File: config.mk
export PLATFORM = sky130hd
export DESIGN_NAME = dpram_port_arbiter
export DESIGN_NICKNAME = d
export VERILOG_FILES = /design/src/rtl/dpram_port_arbiter.sv
export SDC_FILE = /design/constraint.sdc
export NUM_CORES = 1
export LEC_CHECK = 0
export CORE_MARGIN = 2
export CORE_UTILIZATION = 40
export CTS_CLUSTER_DIAMETER = 120
export CTS_CLUSTER_SIZE = 10
export DETAILED_ROUTE_END_ITERATION = 10
export DONT_BUFFER_PORTS = 1
export HOLD_SLACK_MARGIN = 0.08
export SLEW_MARGIN = 5
export SYNTH_ARGS = -nofsm -noshare
export SYNTH_HDL_FRONTEND = slang
export SYNTH_SLANG_ARGS = --single-unit
File: constraint.sdc
create_clock -name clk -period 8.4 [get_ports clk]
set_clock_uncertainty 0.1 [all_clocks]
set_input_delay 1.26 -clock clk [delete_from_list [all_inputs] [get_ports clk]]
set_output_delay 1.26 -clock clk [all_outputs]
set_load 0.02 [all_outputs]
File: src/rtl/dpram_port_arbiter.sv
// dpram_port_arbiter
// Shares the two ports of a true dual-port RAM between NREQ single-word
// requesters. Each cycle up to two accesses are issued, one per RAM port,
// under round-robin priority. Port B is dropped when it would touch the same
// address as port A with at least one of them writing. Read data returns
// two cycles after the grant to the requester that issued the read.
//
// Optional build feature, enabled by defining DPRAM_ARB_COLL_CNT_EN:
// a saturating 16-bit coll_cnt output counting dropped port-B candidates.
module dpram_port_arbiter #(
    parameter int NREQ = 4,
    parameter int AW   = 8,
    parameter int DW   = 16
) (
    input  logic              clk,
    input  logic              rst,
    input  logic [NREQ-1:0]   req,
    input  logic [NREQ-1:0]   we,
    input  logic [NREQ*AW-1:0] addr,
    input  logic [NREQ*DW-1:0] wdata,
    output logic [NREQ-1:0]   gnt,
    output logic [NREQ-1:0]   rvalid,
    output logic [NREQ*DW-1:0] rdata,
    output logic              ena,
    output logic              wea,
    output logic [AW-1:0]     addra,
    output logic [DW-1:0]     data_i_a,
    input  logic [DW-1:0]     data_o_a,
    output logic              enb,
    output logic              web,
    output logic [AW-1:0]     addrb,
    output logic [DW-1:0]     data_i_b,
    input  logic [DW-1:0]     data_o_b
`ifdef DPRAM_ARB_COLL_CNT_EN
    ,
    output logic [15:0]       coll_cnt
`endif
);

    localparam int PW = (NREQ > 1) ? $clog2(NREQ) : 1;

    // Circular index: (base + off) mod NREQ.
    function automatic logic [PW-1:0] wrap_idx(input logic [PW-1:0] base, input int off);
        int sum;
        sum = int'(base) + off;
        return PW'(sum % NREQ);
    endfunction

    // Unpacked views of the flat per-requester buses
    logic [AW-1:0] addr_arr_s  [NREQ];
    logic [DW-1:0] wdata_arr_s [NREQ];

    for (genvar g = 0; g < NREQ; g++) begin : g_unpack
        assign addr_arr_s[g]  = addr[g*AW +: AW];
        assign wdata_arr_s[g] = wdata[g*DW +: DW];
    end

    // Registered state
    logic [PW-1:0]     ptr_r;
    logic [NREQ-1:0]   gnt_r;
    logic [NREQ-1:0]   rvalid_r;
    logic [NREQ*DW-1:0] rdata_r;
    logic              ena_r, wea_r, enb_r, web_r;
    logic [AW-1:0]     addra_r, addrb_r;
    logic [DW-1:0]     data_a_r, data_b_r;
    // Read tags: stage 1 is set at the grant edge, stage 2 one edge later
    // when the RAM has sampled the address; data is captured one edge after.
    logic              tag1_a_vld_r, tag1_b_vld_r, tag2_a_vld_r, tag2_b_vld_r;
    logic [PW-1:0]     tag1_a_idx_r, tag1_b_idx_r, tag2_a_idx_r, tag2_b_idx_r;

    // Arbitration signals
    logic [NREQ-1:0]   eligible_s;
    logic              a_found_s, b_cand_s, b_gnt_s, conflict_s;
    logic [PW-1:0]     a_idx_s, b_idx_s, ptr_nxt_s;
    logic [NREQ-1:0]   gnt_nxt_s;
    logic [NREQ-1:0]   rvalid_nxt_s;
    logic [NREQ*DW-1:0] rdata_nxt_s;
    logic              take_a_s, take_b_s;

    // A requester showing gnt this cycle is not re-granted on the next edge
    assign eligible_s = req & ~gnt_r;

    // Port A winner: first eligible scanning from ptr; port B: from a+1, excluding a
    always_comb begin
        a_found_s = 1'b0;
        a_idx_s   = '0;
        b_cand_s  = 1'b0;
        b_idx_s   = '0;
        take_a_s  = 1'b0;
        take_b_s  = 1'b0;
        for (int k = 0; k < NREQ; k++) begin
            take_a_s  = ~a_found_s & eligible_s[wrap_idx(ptr_r, k)];
            a_idx_s   = take_a_s ? wrap_idx(ptr_r, k) : a_idx_s;
            a_found_s = a_found_s | take_a_s;
        end
        for (int k = 0; k < NREQ - 1; k++) begin
            take_b_s = a_found_s & ~b_cand_s & eligible_s[wrap_idx(a_idx_s, k + 1)];
            b_idx_s  = take_b_s ? wrap_idx(a_idx_s, k + 1) : b_idx_s;
            b_cand_s = b_cand_s | take_b_s;
        end
    end

    // Same-address hazard: only two reads may share an address
    assign conflict_s = b_cand_s
                      & (addr_arr_s[a_idx_s] == addr_arr_s[b_idx_s])
                      & (we[a_idx_s] | we[b_idx_s]);
    assign b_gnt_s    = b_cand_s & ~conflict_s;

    // Next grant vector and round-robin pointer
    always_comb begin
        gnt_nxt_s = '0;
        for (int i = 0; i < NREQ; i++) begin
            gnt_nxt_s[i] = (a_found_s && (a_idx_s == PW'(i))) ||
                           (b_gnt_s   && (b_idx_s == PW'(i)));
        end
        ptr_nxt_s = b_gnt_s   ? wrap_idx(b_idx_s, 1) :
                    a_found_s ? wrap_idx(a_idx_s, 1) : ptr_r;
    end

    // Register the arbitration result onto the RAM ports and read tags
    always_ff @(posedge clk or posedge rst) begin
        if (rst) begin
            ptr_r        <= '0;
            gnt_r        <= '0;
            ena_r        <= 1'b0;
            wea_r        <= 1'b0;
            addra_r      <= '0;
            data_a_r     <= '0;
            enb_r        <= 1'b0;
            web_r        <= 1'b0;
            addrb_r      <= '0;
            data_b_r     <= '0;
            tag1_a_vld_r <= 1'b0;
            tag1_a_idx_r <= '0;
            tag1_b_vld_r <= 1'b0;
            tag1_b_idx_r <= '0;
            tag2_a_vld_r <= 1'b0;
            tag2_a_idx_r <= '0;
            tag2_b_vld_r <= 1'b0;
            tag2_b_idx_r <= '0;
        end else begin
            ptr_r        <= ptr_nxt_s;
            gnt_r        <= gnt_nxt_s;
            ena_r        <= a_found_s;
            wea_r        <= a_found_s & we[a_idx_s];
            enb_r        <= b_gnt_s;
            web_r        <= b_gnt_s & we[b_idx_s];
            if (a_found_s) begin
                addra_r  <= addr_arr_s[a_idx_s];
                data_a_r <= wdata_arr_s[a_idx_s];
            end
            if (b_gnt_s) begin
                addrb_r  <= addr_arr_s[b_idx_s];
                data_b_r <= wdata_arr_s[b_idx_s];
            end
            tag1_a_vld_r <= a_found_s & ~we[a_idx_s];
            tag1_a_idx_r <= a_idx_s;
            tag1_b_vld_r <= b_gnt_s & ~we[b_idx_s];
            tag1_b_idx_r <= b_idx_s;
            tag2_a_vld_r <= tag1_a_vld_r;
            tag2_a_idx_r <= tag1_a_idx_r;
            tag2_b_vld_r <= tag1_b_vld_r;
            tag2_b_idx_r <= tag1_b_idx_r;
        end
    end

    // Route RAM read data to the tagged requester; others hold their rdata
    always_comb begin
        rvalid_nxt_s = '0;
        rdata_nxt_s  = rdata_r;
        for (int i = 0; i < NREQ; i++) begin
            if (tag2_a_vld_r && (tag2_a_idx_r == PW'(i))) begin
                rvalid_nxt_s[i]          = 1'b1;
                rdata_nxt_s[i*DW +: DW]  = data_o_a;
            end else if (tag2_b_vld_r && (tag2_b_idx_r == PW'(i))) begin
                rvalid_nxt_s[i]          = 1'b1;
                rdata_nxt_s[i*DW +: DW]  = data_o_b;
            end else begin
                rvalid_nxt_s[i]          = 1'b0;
            end
        end
    end

    // Register read-return outputs
    always_ff @(posedge clk or posedge rst) begin
        if (rst) begin
            rvalid_r <= '0;
            rdata_r  <= '0;
        end else begin
            rvalid_r <= rvalid_nxt_s;
            rdata_r  <= rdata_nxt_s;
        end
    end

`ifdef DPRAM_ARB_COLL_CNT_EN
    logic [15:0] coll_cnt_r;

    // Count dropped port-B candidates, saturating at all-ones
    always_ff @(posedge clk or posedge rst) begin
        if (rst) begin
            coll_cnt_r <= 16'h0000;
        end else if (b_cand_s && conflict_s && (coll_cnt_r != 16'hFFFF)) begin
            coll_cnt_r <= coll_cnt_r + 16'h0001;
        end
    end

    assign coll_cnt = coll_cnt_r;
`endif

    assign gnt      = gnt_r;
    assign rvalid   = rvalid_r;
    assign rdata    = rdata_r;
    assign ena      = ena_r;
    assign wea      = wea_r;
    assign addra    = addra_r;
    assign data_i_a = data_a_r;
    assign enb      = enb_r;
    assign web      = web_r;
    assign addrb    = addrb_r;
    assign data_i_b = data_b_r;

endmodule
---- Word-level counts from Yosys, hierarchy flattened ----
Index checks and enable logic that the tools add are counted.
word-level totals
  register bits after elaboration ......... 138
  bits of input ports ..................... 138
  logic and storage cells ................. 171
cells by class
  bitwise logic cells ..................... 33
  $lt $le $gt $ge ......................... 11
  mux-type cells .......................... 55
  add/sub/neg operators ................... 7
  reductions and logical operators ........ 29
  equality and inequality tests ........... 13
operators with widths
  operator               count
  $mux W16               12
  $bmux W16 S2           2
  $bmux W8 S2            2
  $mux W8                4
  $lt A2 B3 Y1 const B   9
  $bmux W1 S2            9
  $mux W2                9
  $mux W1                17
  $eq A2 B2 Y1 const B   8
  $logic_and A1 B1 Y1    16
  $and A1 B1 Y1          15
  $reduce_bool A2 Y1     5
  $add A2 B2 Y2 const B  4
  $eq A2 B1 Y1 const B   4
  $eq A8 B8 Y1           1
  $logic_not A2 Y1       4
  $not A1 Y1             8
  $add A2 B1 Y2 const B  3
  $ge A3 B3 Y1 const B   2
  $not A2 Y3             2
  $or A1 B1 Y1           6
  $and A4 B4 Y4          1
  $logic_or A1 B1 Y1     4
  $not A4 Y4             1

---- Longest topological paths before layout ----
  word-level depth ........................ 36
  gate-level depth with buffers ........... 23
  depth with buffers taken out ............ 18

---- Worst setup path before layout ----
OpenSTA, ideal clock, no wires.
  kind .................................... input to register
  start point ............................. input port req[0]
  end point ............................... register addrb_r[0], in the netlist addrb[0]
  arrival time ............................ 4.990 ns
  path buffers ............................ 7
  stages .................................. 21
  data required time ...................... 8.175 ns
  slack ................................... 3.185 ns
  cell sequence ........................... nor2b_1 -> buf_2 -> a21oi_1 -> o21a_1 -> buf_6 -> clkbuf_1 -> clkbuf_1 -> ha_1 -> o311ai_1 -> a21oi_1 -> or3_1 -> nand2_2 -> inv_2 -> buf_2 -> a32oi_1 -> xnor2_1 -> nand4_1 -> o21ba_1 -> buf_6 -> buf_6 -> mux2_4
between the ends
  word-level cells in the longest chain between the ends .. 33
  elaborated cells on any way between the ends .. 61
  those cells by class .................... add/sub: 3; eq/ne: 1; mux: 31; bitwise: 26
ends and longest elaborated chain
  element                                     line      source
  start: declaration                          17        input logic [NREQ-1:0] req,
  $and A4 B4 Y4 *                             81        assign eligible_s = req & ~gnt_r;
  $bmux W1 S2                                 92        take_a_s = ~a_found_s & eligible_s[wrap_idx(ptr_r, k)];
  $mux W1 (not written as such)               92
  $not A1 Y1                                  92
  $and A1 B1 Y1                               92
  $or A1 B1 Y1                                94        a_found_s = a_found_s | take_a_s;
  $not A1 Y1                                  92
  $and A1 B1 Y1                               92
  [4 not listed]                              -
  via a_idx_s[1]                              74        logic [PW-1:0] a_idx_s, b_idx_s, ptr_nxt_s;
  [12 not listed]                             -
  $not A2 Y3 (not written as such)            105, 153
  $bmux W8 S2                                 105, 153
  $mux W8 (not written as such) (2 in a row)  105, 153
  $eq A8 B8 Y1                                105       & (addr_arr_s[a_idx_s] == addr_arr_s[b_idx_s])
  $and A1 B1 Y1                               105
  $and A1 B1 Y1                               106       & (we[a_idx_s] | we[b_idx_s]);
  $not A1 Y1                                  107       assign b_gnt_s = b_cand_s & ~conflict_s;
  $and A1 B1 Y1                               107
  end signal: assignment                      153       addrb_r <= addr_arr_s[b_idx_s];
  end: declaration                            64        logic [AW-1:0] addra_r, addrb_r;
Mark *: on every way through the listed nets, which the timed path passes. The rest lies on a longest branch. The select of a mux whose other input is x is not followed.
A chain may end at the register's enable or synchronous reset.

---- Final worst setup path ----
  start point ............................. input port req[3]
  end point ............................... register addrb_r[4], in the netlist addrb[4]
between the ends
  word-level cells in the longest chain between the ends .. 33
  elaborated cells on any way between the ends .. 61
  those cells by class .................... add/sub: 3; eq/ne: 1; mux: 31; bitwise: 26
ends and longest elaborated chain
  element                                     line
  $and A4 B4 Y4 *                             81
  $bmux W1 S2                                 92
  $mux W1 (not written as such)               92
  $not A1 Y1                                  92
  $and A1 B1 Y1                               92
  $or A1 B1 Y1                                94
  $not A1 Y1                                  92
  $and A1 B1 Y1                               92
  [16 not listed]                             -
  $not A2 Y3 (not written as such)            105, 153
  $bmux W8 S2                                 105, 153
  $mux W8 (not written as such) (2 in a row)  105, 153
  $eq A8 B8 Y1                                105
  $and A1 B1 Y1                               105
  $and A1 B1 Y1                               106
  $not A1 Y1                                  107
  $and A1 B1 Y1                               107
Mark *: on every way between the ends. The rest lies on a longest branch, timed or not. The select of a mux whose other input is x is not followed.

==> reports/summary.txt <==
CTS Buf Count: 17
Detailed-route DRC error count: 0
DIE WIDTH: 142.9 um
Post-route cell area: 8466 um2
Seq cells post-synth: 138
Final hold violations: 0
Critical path class: in2reg
CTS Buffer Depth: 2
CP max FO: 53
DRT Pass-1 Iters: 4
ANT nets after route: 0
CTS Hold Bufs: 0
Nature of the critical path endpoint: flop
Site Rows: 50
RSZ-0062 raised after global routing: no
Wire length per cell: 19.74 um
Root buffer cell: clkbuf_16
Final nets: 980
Seq/Total Area, Yosys: 44.72%
Layout area overhead: 9.624%
Fmax: 0.1519 GHz
MaxCap Viol Count: 0
Non-filler instance count after layout: 1107
Die area: 20430 um2
Initial antenna violation count: 0
Syn Nets: 1012
Grt ovf: 0
Clk sinks: 138
Clock transition at the registers of the reported paths: 0.07 ns
Slew Viols, Final: 0
EDFF count, synth: 0
Largest net degree at the start of global routing: 82
Worst vdd ir: 0.1783 mV
Synth Instances: 866
Worst setup SP type: input pin
Port Buf Inserts: 0
First-pass GRT wire length: 33.84 mm
Distinct cells, synth: 55
Yosys warnings: 0
Post_cts resized: 0
Setup violators final: 0
Initial core utilization: 41.01%
H-Tree Level Count: 4
Ys async rst share: 100.0%
Layout cells sized above 1: 10.86%
Worst-skew pair later-pin latency: 0.42 ns
Hold WC Path Type: reg2reg
Gpl congestion: 0.8256
Placed inst area: 7866 um2
Arrival time at the worst endpoint: 6.79 ns
WHS: 0.2416 ns
CTS tree: yes
Total Negative Setup Slacks: 0 ns
Top cell type's share of synthesized area: 44.72%
Core Footprint: 18830 um2
Mapped Avg Cell Area: 8.917 um2
Aggregate global-route resource usage: 21.45%
Clock period minus worst slack: 6.582 ns
1st-iter DRT viols: 336
# diodes: 0
LEAKAGE: 3.961 nW
Worst EP required: 8.61 ns
Fin crit share: 78.36%
Routed Wire Length: 21.85 mm
Slew @ Worst Pin: 1.209 ns
Worst slew margin: 19.30%
Synth top area cells: dfrtp_1 45%, nand2_1 14%, mux2i_1 11%
Status: completed
Power per Cell Area: 471.7 nW/um2
Vias in the first global route: 6015
HPWL after DPL: 15.04 mm
Die height: 142.9 um
I/O pin total: 262
Yosys top cell by area: dfrtp_1
Avg Vias per Cell: 5.463
Postcts setup bufs: 0
DP Cell Count: 1075
Netlist area before placement: 7722 um2
Ys flop type: dfrtp_1
Vias: 6047
## per-stage QoR
stage / setup slack [ns] / power, mW / utilization, %
detailed placement: 1.447 / 3.276 / 41.77
global route: 1.400 / 4.297 / 44.96
CTS: 1.885 / 4.030 / 44.96
global placement: 1.615 / 3.233 / 41.77
finish: 1.818 / 3.993 / 44.96
floorplan: 3.185 / 2.878 / -
## path summary, 6_finish.rpt
kind / startpoint / to / slack (ns) / depth (start not counted)
max in group asynchronous: rst / rdata[39] / 6.23 / 2
hold / removal: tag1_a_idx_r[1] / tag2_a_idx_r[1] / 0.24 / 0
setup reg to reg: gnt[3] / addrb[4] / 2.13 / 16
hold reg to reg: tag1_a_idx_r[1] / tag2_a_idx_r[1] / 0.24 / 0
setup / recovery: req[3] / addrb[4] / 1.82 / 16
min in group asynchronous: rst / data_i_a[3] / 0.74 / 1
## Yosys cell counts (all sizes together) (8+ instances only)
library cell,instances
a21oi,11
a31oi,16
and3,17
buf,13
clkbuf,49
dfrtp,138
ha,8
mux2,25
mux2i,85
nand2,282
nand3,26
nor2,10
o21ai,115
## state kept, by name (all words and copies together), names as in the netlist, 2 cells and up
signal	flops
ptr_r	2
tag1_b_idx_r	2
data_i_a	16
tag2_b_idx_r	2
tag1_a_idx_r	2
data_i_b	16
gnt	4
rdata	64
addrb	8
rvalid	4
tag2_a_idx_r	2
addra	8
## critical path, cell delays in order
cell	delay [ns]
nor2b_1	0.35
o21ai_0	0.24
a221oi_4	0.26
buf_4	0.50
inv_1	0.18
ha_1	0.41
o221ai_1	0.11
o311ai_1	0.19
nor2_4	0.58
buf_4	0.45
mux4_2	0.57
xnor2_1	0.15
a21oi_1	0.08
nand4_1	0.08
o21ba_2	0.91
mux2_2	0.43
## cell usage in the layout (no fill, tap or decap), types with 2 or more instances in the layout
cell and count:
clkinv_8 4, nand2b_1 5, nor2_1 6, a32oi_1 2, mux2_2 4, buf_4 11
nand3_1 26, a21oi_1 11, dfrtp_1 138, inv_8 6, nand3b_1 3, xnor2_1 3
nand4bb_1 2, nor2_4 2, nor3_1 4, and3_1 17, mux2_4 21, clkinvlp_4 2
o21ai_0 115, mux2i_1 85, o22ai_1 2, a22o_1 4, nand4_1 2, o221ai_1 2
mux4_2 3, inv_2 2, ha_1 8, nor3b_2 2, inv_1 4, nand2_1 281
nor2b_1 4, nor2_2 2, clkbuf_16 17, a31oi_1 16, inv_6 3, xor2_1 5
o311ai_1 2
## routing by layer
metal / track usage (%) / share of wire (%)
met5: 0 / 0
met4: 5.107 / 1.3
met1: 26.34 / 40
met2: 35.36 / 48
met3: 8.652 / 11
## logic make-up after synthesis
group	count (synthesis)	share of synthesized area (%)
and+or+nand+nor	364	20.01
AOI/OAI and AO/OA	162	11.84
DFF	138	44.72
muxes	113	16.56
buffers and inverters	71	4.391
adders and majority gates	10	1.572
xor gates and xnor gates	8	0.9074
## cell type report
type / instances / area, um2
clock buffer: 17 / 425.4
clock inverter: 15 / 173.9
fill: 1849 / 10360
inverter: 9 / 40.04
multi-input combinational: 657 / 3965
sequential: 138 / 3453
tap: 260 / 325.3
timing repair buffer: 11 / 82.58
## where the power goes
| group | total (mW) | internal [mW] | leakage (nW) | switching [mW] |
|---|---|---|---|---|
| combinational | 1.58 | 0.670 | 2.01 | 0.913 |
| clock | 0.746 | 0.402 | 0.287 | 0.345 |
| sequential | 1.66 | 1.00 | 1.67 | 0.661 |
| total | 3.99 | 2.07 | 3.96 | 1.92 |
No activity file was read; power rests on OpenSTA's default activity.
